<file path="src/rtl/fp_pkg.sv">
// Shared definitions for the FP adder back end.
// Field widths, rounding modes, flag positions and FSM states.
package fp_pkg;

    function automatic int exp_size(input int size);
        return (size == 32) ? 8 : 11;
    endfunction

    function automatic int mant_size(input int size);
        return (size == 32) ? 23 : 52;
    endfunction

    localparam logic [2:0] RM_RNE = 3'b000;
    localparam logic [2:0] RM_RTZ = 3'b001;
    localparam logic [2:0] RM_RDN = 3'b010;
    localparam logic [2:0] RM_RUP = 3'b011;
    localparam logic [2:0] RM_RMM = 3'b100;

    localparam int FLAG_NV = 4;
    localparam int FLAG_DZ = 3;
    localparam int FLAG_OF = 2;
    localparam int FLAG_UF = 1;
    localparam int FLAG_NX = 0;

    typedef enum logic [1:0] {
        IDLE,
        NORM,
        ROUND,
        PACK
    } state_t;

    // Encodings above RMM have no meaning here and fall back to RNE.
    function automatic logic [2:0] rm_norm(input logic [2:0] rm);
        return (rm > RM_RMM) ? RM_RNE : rm;
    endfunction

endpackage

</file>
<file path="src/rtl/fp_round_incr.sv">
// IEEE-754 round-increment decision from lsb/guard/round/sticky.
// Shared by the adder back end and the future multiplier.
module fp_round_incr
    import fp_pkg::*;
(
    input  logic [2:0] rm,
    input  logic       sign,
    input  logic       lsb,
    input  logic       g,
    input  logic       r,
    input  logic       s,
    output logic       incr,
    output logic       inexact
);

    // Pick the increment for the active rounding mode.
    always_comb begin
        inexact = g | r | s;
        incr    = 1'b0;
        unique case (1'b1)
            (rm == RM_RTZ): incr = 1'b0;
            (rm == RM_RDN): incr = inexact & sign;
            (rm == RM_RUP): incr = inexact & ~sign;
            (rm == RM_RMM): incr = g;
            default:        incr = g & (r | s | lsb);
        endcase
    end

endmodule

</file>
<file path="src/rtl/fp_normalize_round.sv">
// FP add/sub back end: normalise, round, pack and raise fflags.
// Four-state FSM with a start/done handshake.
module fp_normalize_round
    import fp_pkg::*;
#(
    parameter  int Size     = 32,
    localparam int ExpSize  = exp_size(Size),
    localparam int MantSize = mant_size(Size),
    localparam int LzW      = $clog2(MantSize + 4)
)
(
    input  logic                  clk,
    input  logic                  rst_n,
    input  logic                  start,
    input  logic [2:0]            rm,
    input  logic                  sign_in,
    input  logic                  carry_in,
    input  logic [ExpSize-1:0]    exp_in,
    input  logic [MantSize+3:0]   mant_in,
    input  logic [LzW-1:0]        leading_zeros,
    output logic                  busy,
    output logic                  done,
    output logic [Size-1:0]       result,
    output logic [4:0]            flags
);

    localparam int MW = MantSize + 4;
    localparam int EW = ExpSize + 1;
    localparam logic [EW-1:0] EXP_OVF = EW'((1 << ExpSize) - 1);

    state_t                state;
    logic                  sign_q;
    logic [2:0]            rm_q;
    logic [EW-1:0]         exp_q;
    logic [MW-1:0]         mant_q;
    logic [LzW-1:0]        lz_q;
    logic                  zero_q;
    logic                  inexact_q;
    logic [MantSize-1:0]   frac_q;

    logic [EW-1:0]         lz_ext;
    logic [EW-1:0]         shamt;
    logic [EW-1:0]         exp_norm;
    logic [MW-1:0]         mant_sh;

    logic                  incr;
    logic                  inexact;
    logic [MantSize+1:0]   sum;
    logic [EW-1:0]         exp_rnd;
    logic [MantSize-1:0]   frac_rnd;

    logic                  ovf;
    logic                  to_inf;
    logic [Size-1:0]       res_pack;
    logic [4:0]            flg_pack;

    // Normalising shift; subnormals stop shifting once exp reaches 1.
    always_comb begin
        lz_ext   = EW'(lz_q);
        shamt    = '0;
        exp_norm = '0;
        if (exp_q > lz_ext) begin
            shamt    = lz_ext;
            exp_norm = exp_q - lz_ext;
        end else if (exp_q != '0) begin
            shamt = exp_q - EW'(1);
        end
        mant_sh = (mant_q << shamt) | {{(MW-1){1'b0}}, mant_q[0]};
    end

    fp_round_incr u_round_incr (
        .rm      (rm_q),
        .sign    (sign_q),
        .lsb     (mant_q[3]),
        .g       (mant_q[2]),
        .r       (mant_q[1]),
        .s       (mant_q[0]),
        .incr    (incr),
        .inexact (inexact)
    );

    // Apply the increment and fix up the exponent on carry-out.
    always_comb begin
        sum      = {1'b0, mant_q[MW-1:3]} + (MantSize+2)'(incr);
        exp_rnd  = exp_q;
        frac_rnd = sum[MantSize-1:0];
        if (sum[MantSize+1]) begin
            exp_rnd  = exp_q + EW'(1);
            frac_rnd = sum[MantSize:1];
        end else if ((exp_q == '0) && sum[MantSize]) begin
            exp_rnd = EW'(1);
        end
    end

    // Assemble the packed result and flags, including overflow.
    always_comb begin
        ovf    = (exp_q >= EXP_OVF);
        to_inf = (rm_q == RM_RNE) |
                 (rm_q == RM_RMM) |
                 ((rm_q == RM_RUP) & ~sign_q) |
                 ((rm_q == RM_RDN) & sign_q);
        res_pack = '0;
        flg_pack = '0;
        if (zero_q) begin
            res_pack[Size-1] = (rm_q == RM_RDN);
        end else if (ovf) begin
            if (to_inf) begin
                res_pack = {sign_q, {ExpSize{1'b1}}, {MantSize{1'b0}}};
            end else begin
                res_pack = {sign_q, {(ExpSize-1){1'b1}}, 1'b0,
                            {MantSize{1'b1}}};
            end
            flg_pack[FLAG_OF] = 1'b1;
            flg_pack[FLAG_NX] = 1'b1;
        end else begin
            res_pack = {sign_q, exp_q[ExpSize-1:0], frac_q};
            flg_pack[FLAG_NX] = inexact_q;
            flg_pack[FLAG_UF] = inexact_q & (exp_q[ExpSize-1:0] == '0);
        end
    end

    // Control FSM with all datapath registers and registered outputs.
    always_ff @(posedge clk or negedge rst_n) begin
        if (!rst_n) begin
            state     <= IDLE;
            sign_q    <= 1'b0;
            rm_q      <= '0;
            exp_q     <= '0;
            mant_q    <= '0;
            lz_q      <= '0;
            zero_q    <= 1'b0;
            inexact_q <= 1'b0;
            frac_q    <= '0;
            busy      <= 1'b0;
            done      <= 1'b0;
            result    <= '0;
            flags     <= '0;
        end else begin
            done <= 1'b0;
            case (state)
                IDLE: begin
                    if (start) begin
                        sign_q    <= sign_in;
                        rm_q      <= rm_norm(rm);
                        exp_q     <= EW'(exp_in) + EW'(carry_in);
                        mant_q    <= mant_in;
                        lz_q      <= leading_zeros;
                        zero_q    <= 1'b0;
                        inexact_q <= 1'b0;
                        busy      <= 1'b1;
                        state     <= NORM;
                    end
                end
                NORM: begin
                    if (mant_q == '0) begin
                        zero_q <= 1'b1;
                        state  <= PACK;
                    end else begin
                        mant_q <= mant_sh;
                        exp_q  <= exp_norm;
                        state  <= ROUND;
                    end
                end
                ROUND: begin
                    exp_q     <= exp_rnd;
                    frac_q    <= frac_rnd;
                    inexact_q <= inexact;
                    state     <= PACK;
                end
                PACK: begin
                    result <= res_pack;
                    flags  <= flg_pack;
                    done   <= 1'b1;
                    busy   <= 1'b0;
                    state  <= IDLE;
                end
                default: state <= IDLE;
            endcase
        end
    end

endmodule

</file>
<file path="config.mk">
export PLATFORM = sky130hd
export DESIGN_NAME = fp_normalize_round
export DESIGN_NICKNAME = d
export VERILOG_FILES = /design/src/rtl/fp_pkg.sv /design/src/rtl/fp_round_incr.sv /design/src/rtl/fp_normalize_round.sv
export SDC_FILE = /design/constraint.sdc
export NUM_CORES = 1
export LEC_CHECK = 0
export ABC_AREA = 1
export ABC_CLOCK_PERIOD_IN_PS = 6300
export CORE_MARGIN = 1
export CORE_UTILIZATION = 42
export CTS_CLUSTER_SIZE = 25
export DETAILED_ROUTE_END_ITERATION = 6
export PLACE_DENSITY_LB_ADDON = 0.08
export SYNTH_ARGS = -nofsm -noshare
export SYNTH_HDL_FRONTEND = slang
export SYNTH_SLANG_ARGS = --single-unit
</file>
<file path="constraint.sdc">
create_clock -name clk -period 6.3 [get_ports clk]
set_input_delay 1.575 -clock clk [delete_from_list [all_inputs] [get_ports clk]]
set_output_delay 1.575 -clock clk [all_outputs]
set_load 0.02 [all_outputs]
</file>
Word level (Yosys, flattened, before mapping):

Cells that the tools add are included.

* $add $sub $neg: 5
* $mul: 0
* divide/modulo/power cells: 0
* order comparisons: 3
* equality and inequality tests: 11
* shift operators: 1
* mux-type cells: 32
* bitwise operators: 15
* reductions and logical operators: 17

Operators with widths (count)
* 9-bit 2-to-1 mux: 7
* 31-bit 2-to-1 mux: 2
* 27-bit 2-to-1 mux: 2
* 27-bit case mux with 2 select lines: 1
* 27-bit logical NOT: 1
* 27-bit by 1-bit bitwise OR with 27-bit output: 1
* 9-bit case mux with 3 select lines: 1
* 27-bit by 9-bit left shift with 27-bit output: 1
* 24-bit by 1-bit adder with 25-bit output: 1
* 24-bit 2-to-1 mux: 1
* 23-bit 2-to-1 mux: 1
* 8-bit by 1-bit adder with 9-bit output: 1
* 9-bit by 1-bit adder with 9-bit output, second input constant: 1
* 9-bit by 8-bit >= comparator with 1-bit output, second input constant: 1
* 9-bit by 5-bit > comparator with 1-bit output: 1
* 9-bit logical NOT: 1
* 1-bit 2-to-1 mux: 9
* 9-bit nonzero test: 1
* 9-bit by 1-bit subtractor with 9-bit output, second input constant: 1
* 9-bit by 5-bit subtractor with 9-bit output: 1
* 8-bit logical NOT: 1
* 2-bit case mux with 4 select lines: 1
* 1-bit bitwise OR: 7
* 1-bit bitwise AND: 6
* other kinds (21): 33

* register bits: 109
* latch bits: 0
* RAM bits: 0
* memory bits (read-only): 0
* input port bits: 48
* output and inout bits: 39
* word-level logic and storage cells: 97
* memories kept: 0

Logic depth before layout (Yosys ltp):

* depth in word-level cells: 9
* mapped depth: 22
* gate-level depth less buffers: 22

By module:

Synthesis repeated with hierarchy kept, for this count alone.

* cell total of the unflattened synthesis: 1116
* area total of the unflattened synthesis: 7716.2 um^2

By module, submodules not included
* fp_normalize_round: times used 1, cells an instance 1096, area an instance 7636.1 um^2, sequential area each 2727.6 um^2
* fp_round_incr: times used 1, cells an instance 20, area an instance 80.1 um^2, sequential area each 0.0 um^2

Worst setup path after synthesis:

Ideal clock, no wire load.

* path type: register to register
* from: reg rm_q[2]
* to: reg exp_q[0]
* setup time: 0.124 ns
* arrival time: 3.042 ns
* data required time: 6.176 ns
* slack: 3.134 ns
* cell stages (with the launch flop): 21
* path buffers: 1
* period minus slack after synthesis: 3.166 ns
* cells stage by stage: dfrtp_1 > nor2_1 > inv_1 > nor2_1 > ha_1 > o32ai_1 > ha_1 > ha_1 > nand2_1 > nor3_2 > nand2_2 > nor2_2 > inv_2 > nor3_4 > nand2_2 > nand2_4 > inv_2 > buf_6 > o32a_1 > nand2_1 > o21ai_1

* longest elaborated chain between the ends: 6
* elaborated cells on any way between the ends: 11
* classes of those cells: 1 x add/sub; 5 x eq/ne; 3 x mux; 2 x reduce/logical

Ends and longest elaborated chain
* from (decl): RTL line fp_normalize_round.sv:33 `logic [2:0] rm_q;`
* from (signal assigned): RTL line fp_normalize_round.sv:144 `rm_q <= rm_norm(rm);`
* 3-bit equality test, or another cell as far along: RTL line fp_round_incr.sv:24 `(rm == RM_RMM): incr = g;`
* 1-bit case mux with 4 select lines *: RTL line fp_round_incr.sv:20 `unique case (1'b1)`
* 24-bit by 1-bit adder with 25-bit output *: RTL line fp_normalize_round.sv:84 `sum = {1'b0, mant_q[MW-1:3]} + (MantSize+2)'(incr);`
* 1-bit logical AND: RTL line fp_normalize_round.sv:90 `end else if ((exp_q == '0) && sum[MantSize]) begin`
* 3-bit inequality test (no source line)
* 4-bit AND reduction (no source line)
* to (signal assigned): RTL line fp_normalize_round.sv:145 `exp_q <= EW'(exp_in) + EW'(carry_in);`
* to (signal assigned): RTL line fp_normalize_round.sv:160 `exp_q <= exp_norm;`
* to (signal assigned): RTL line fp_normalize_round.sv:165 `exp_q <= exp_rnd;`
* to (decl): RTL line fp_normalize_round.sv:34 `logic [EW-1:0] exp_q;`

Mark *: on every way between the ends. The rest lies on a longest branch, timed or not.
A chain may end at the register's enable or synchronous reset.

Final worst setup path:

* from: reg rm_q[1]
* to: reg exp_q[3]

Same word-level chain as after synthesis.

==> reports/qor.yml <==
logic_synthesis:
  syn_inst: 1065
  ys_ff_latch: 109
  async_reset_ff_share_pct: 100.0
  postSynthAreaPerCell_um2: 7.232
  synth_cell_type_count: 52
  synth_edf_count: 0
  syn-cell-area_um2: 7702
  yosysSeqAreaShare_pct: 35.41
  synth_ff_type: "dfrtp_1"
  ys.warnings.count: 0
cts:
  clk_pin_slew_worst_paths_ns: 0.08
  root_buffer: "clkbuf_16"
  cts_hold_repair.buffers: 0
  h-tree-depth: 3
  clk_latency_ns: 0.36
  ctsResizeCount: 0
  cts_tree: "yes"
  cts_buffers: 9
  post-cts-setup-buffer-count: 0
  cts_sinks: 109
  clk_path_buf_depth: 2
timing:
  drv_slew: 0
  setup_viol: 0
  finalSetupTns_ns: 0
  clock_skew_ns: 0.009122
  worstMarginPinSlew_ns: 1.075
  worst_hold_slack_ns: 0.4842
  fin_crit_ns: 3.897
  hold_violations: 0
  fmax_mhz: 256.6
  slew_headroom_pct: 28.30
  rsz0062_at_grt: "false"
  period_share_pct: 61.85
floorplan:
  start_util_pct: 42.88
  die_w_um: 137.4
  core-area_um2: 17960
  num_rows: 49
  dieArea_um2: 18880
  die_y_um: 137.4
  ios: 87
setup_path:
  slowest_stage: "dfrtp_1"
  regToRegSetupSlack_ns: 2.40
  crit_fanout: 7
  arrival_ns: 4.17
  cp_slowest_stage_delay_ns: 0.39
  worst_setup_path_end_kind: "flop"
  start_kind: "flop"
  path_class: "flop to flop"
  required_ns: 6.57
  path_cells: "inv_1 > nor2_1 > inv_1 > nor2_1 > ha_1 > o32ai_1 > ha_1 > ha_1 > nand2_1 > nor3_2 > nand2_2 > nor2_2 > inv_2 > nor3_4 > nand2_2 > nor2_2 > inv_1 > o32ai_1 > nand2_1 > o21ai_0 > nand2_1 > o21ai_0"
outcome:
  status: "complete, no violations"
global_route:
  gr-total-overflow: 0
  grt_pass1_vias: 6796
  grt.total_usage_pct: 25.78
  antenna_found_initial: 0
  grt_max_degree: 75
  grt_pass1_wl_mm: 37.09
routing:
  drc: 0
  vias_per_cell: 5.471
  drt-pass1-iter-count: 6
  wl_per_cell_um: 17.13
  vias: 7359
  wirelength_mm: 23.05
  ant_nets: 0
  first_iter_violations: 635
final_layout:
  area_growth_pct: 14.73
  n_antenna_cell: 0
  layout-drive-gt1-share_pct: 6.541
  fillers: 1868
  nets: 1178
placement:
  hpwl_mm: 17.47
  port_buffers: 84
  routabilityCongestion: 0.9446
flow_run:
  cap_violations: 0
worst_hold_path:
  hp-class: "flop to flop"
Yosys cell counts, types with 2 or more instances:
| cell type | number | area (um^2) |
|---|---|---|
| a21oi_1 | 57 | 285.3 |
| a22o_1 | 8 | 70.07 |
| a22oi_1 | 11 | 82.58 |
| buf_1 | 2 | 7.510 |
| buf_2 | 18 | 90.09 |
| buf_4 | 3 | 22.52 |
| buf_6 | 10 | 112.6 |
| clkbuf_1 | 19 | 71.32 |
| clkinv_1 | 6 | 22.52 |
| dfrtp_1 | 109 | 2728 |
| ha_1 | 18 | 225.2 |
| inv_1 | 63 | 236.5 |
| inv_2 | 6 | 22.52 |
| nand2_1 | 269 | 1010 |
| nand2_2 | 12 | 75.07 |
| nand2_4 | 4 | 45.04 |
| nand3_1 | 163 | 815.8 |
| nand3_2 | 10 | 100.1 |
| nand3b_1 | 2 | 15.01 |
| nand4_1 | 15 | 93.84 |
| nand4_2 | 2 | 25.02 |
| nor2_1 | 81 | 304.0 |
| nor2_2 | 3 | 18.77 |
| nor2_4 | 5 | 56.30 |
| nor3_1 | 13 | 65.06 |
| nor3_2 | 2 | 20.02 |
| nor4_1 | 5 | 31.28 |
| o211ai_1 | 12 | 90.09 |
| o21ai_0 | 69 | 345.3 |
| o21ai_1 | 8 | 40.04 |
| o21ai_2 | 3 | 26.28 |
| o22ai_1 | 2 | 12.51 |
| o32ai_1 | 3 | 26.28 |
| o41ai_1 | 2 | 17.52 |
| xnor2_1 | 6 | 52.55 |
| xor2_1 | 28 | 245.2 |
per-stage QoR:
stage	utilization [%]	worst slack [ns]	instances	area [um^2]
3_5_place_dp	47.51	2.318	1329	8534
6_report	49.20	2.403	1345	8837
3_3_place_gp	47.51	2.311	1329	8534
5_1_grt	49.20	1.994	1345	8837
4_1_cts	49.20	2.440	1345	8837
2_1_floorplan	-	3.134	1066	7706
flip-flops by register name (all words and copies together), names as in the netlist:
signal and flops:
busy 1, done 1, exp_q 9, flags 3, frac_q 23, inexact_q 1
lz_q 5, mant_q 27, result 32, rm_q 3, sign_q 1, state 2
zero_q 1
layout by cell type, fill, tap and decap left out, types with 12 or more instances in the layout:
cell type,instances
dfrtp_1,109
nand2_2,12
inv_1,63
nor3_1,13
nand3_1,163
nand2_1,269
nor2_1,81
o211ai_1,12
clkdlybuf4s50_1,83
xor2_1,28
a21oi_1,57
o21ai_0,69
nand4_1,15
ha_1,18
metal layers:
layer,track usage (%),wire length [um]
met1,39.51,11420
met2,37.41,9969
met3,3.274,1332
met4,7.082,320
met5,0,0
kinds of logic after synthesis:
group	share of synthesized area (%)
AO/OA/AOI/OAI	14.04
XOR/XNOR	3.866
buffers and inverters	7.797
adder cells (fa/ha/maj)	3.184
flip-flops	35.41
other	0.04869
AND/OR/NAND/NOR	35.66
layout make-up:
class | count | area (um^2) | share of cell area (%)
multi-input combinational | 829 | 4378 | 49.54
sequential | 109 | 2728 | 30.87
timing repair buffer | 87 | 860.8 | 9.741
tap | 229 | 286.5 | 3.242
inverter | 75 | 281.5 | 3.186
clock buffer | 10 | 239.0 | 2.704
clock inverter | 6 | 63.81 | 0.7221
critical path, delay by kind of cell, from the launching register on:
kind	cells	cell delay, ns
compound gates	4	0.68
fa+ha+maj	3	0.79
buf+inv	4	0.53
flops	1	0.39
simple gates	11	1.42
worst paths after layout:
check	start	endpoint	cells past startpoint
setup / recovery	rm_q[1]$_DFFE_PN0P_	exp_q[3]$_DFFE_PN0P_	22
hold / removal	flags[2]$_DFFE_PN0P_	flags[2]$_DFFE_PN0P_	2
setup reg to reg	rm_q[1]$_DFFE_PN0P_	exp_q[3]$_DFFE_PN0P_	22
hold reg to reg	flags[2]$_DFFE_PN0P_	flags[2]$_DFFE_PN0P_	2
max in group asynchronous	rst_n	mant_q[6]$_DFFE_PN0P_	2
min in group asynchronous	rst_n	result[24]$_DFFE_PN0P_	1
Power is left out: the tool's default activity adds up to more than one toggle a clock period on the data nets, which glitch-free logic cannot reach.
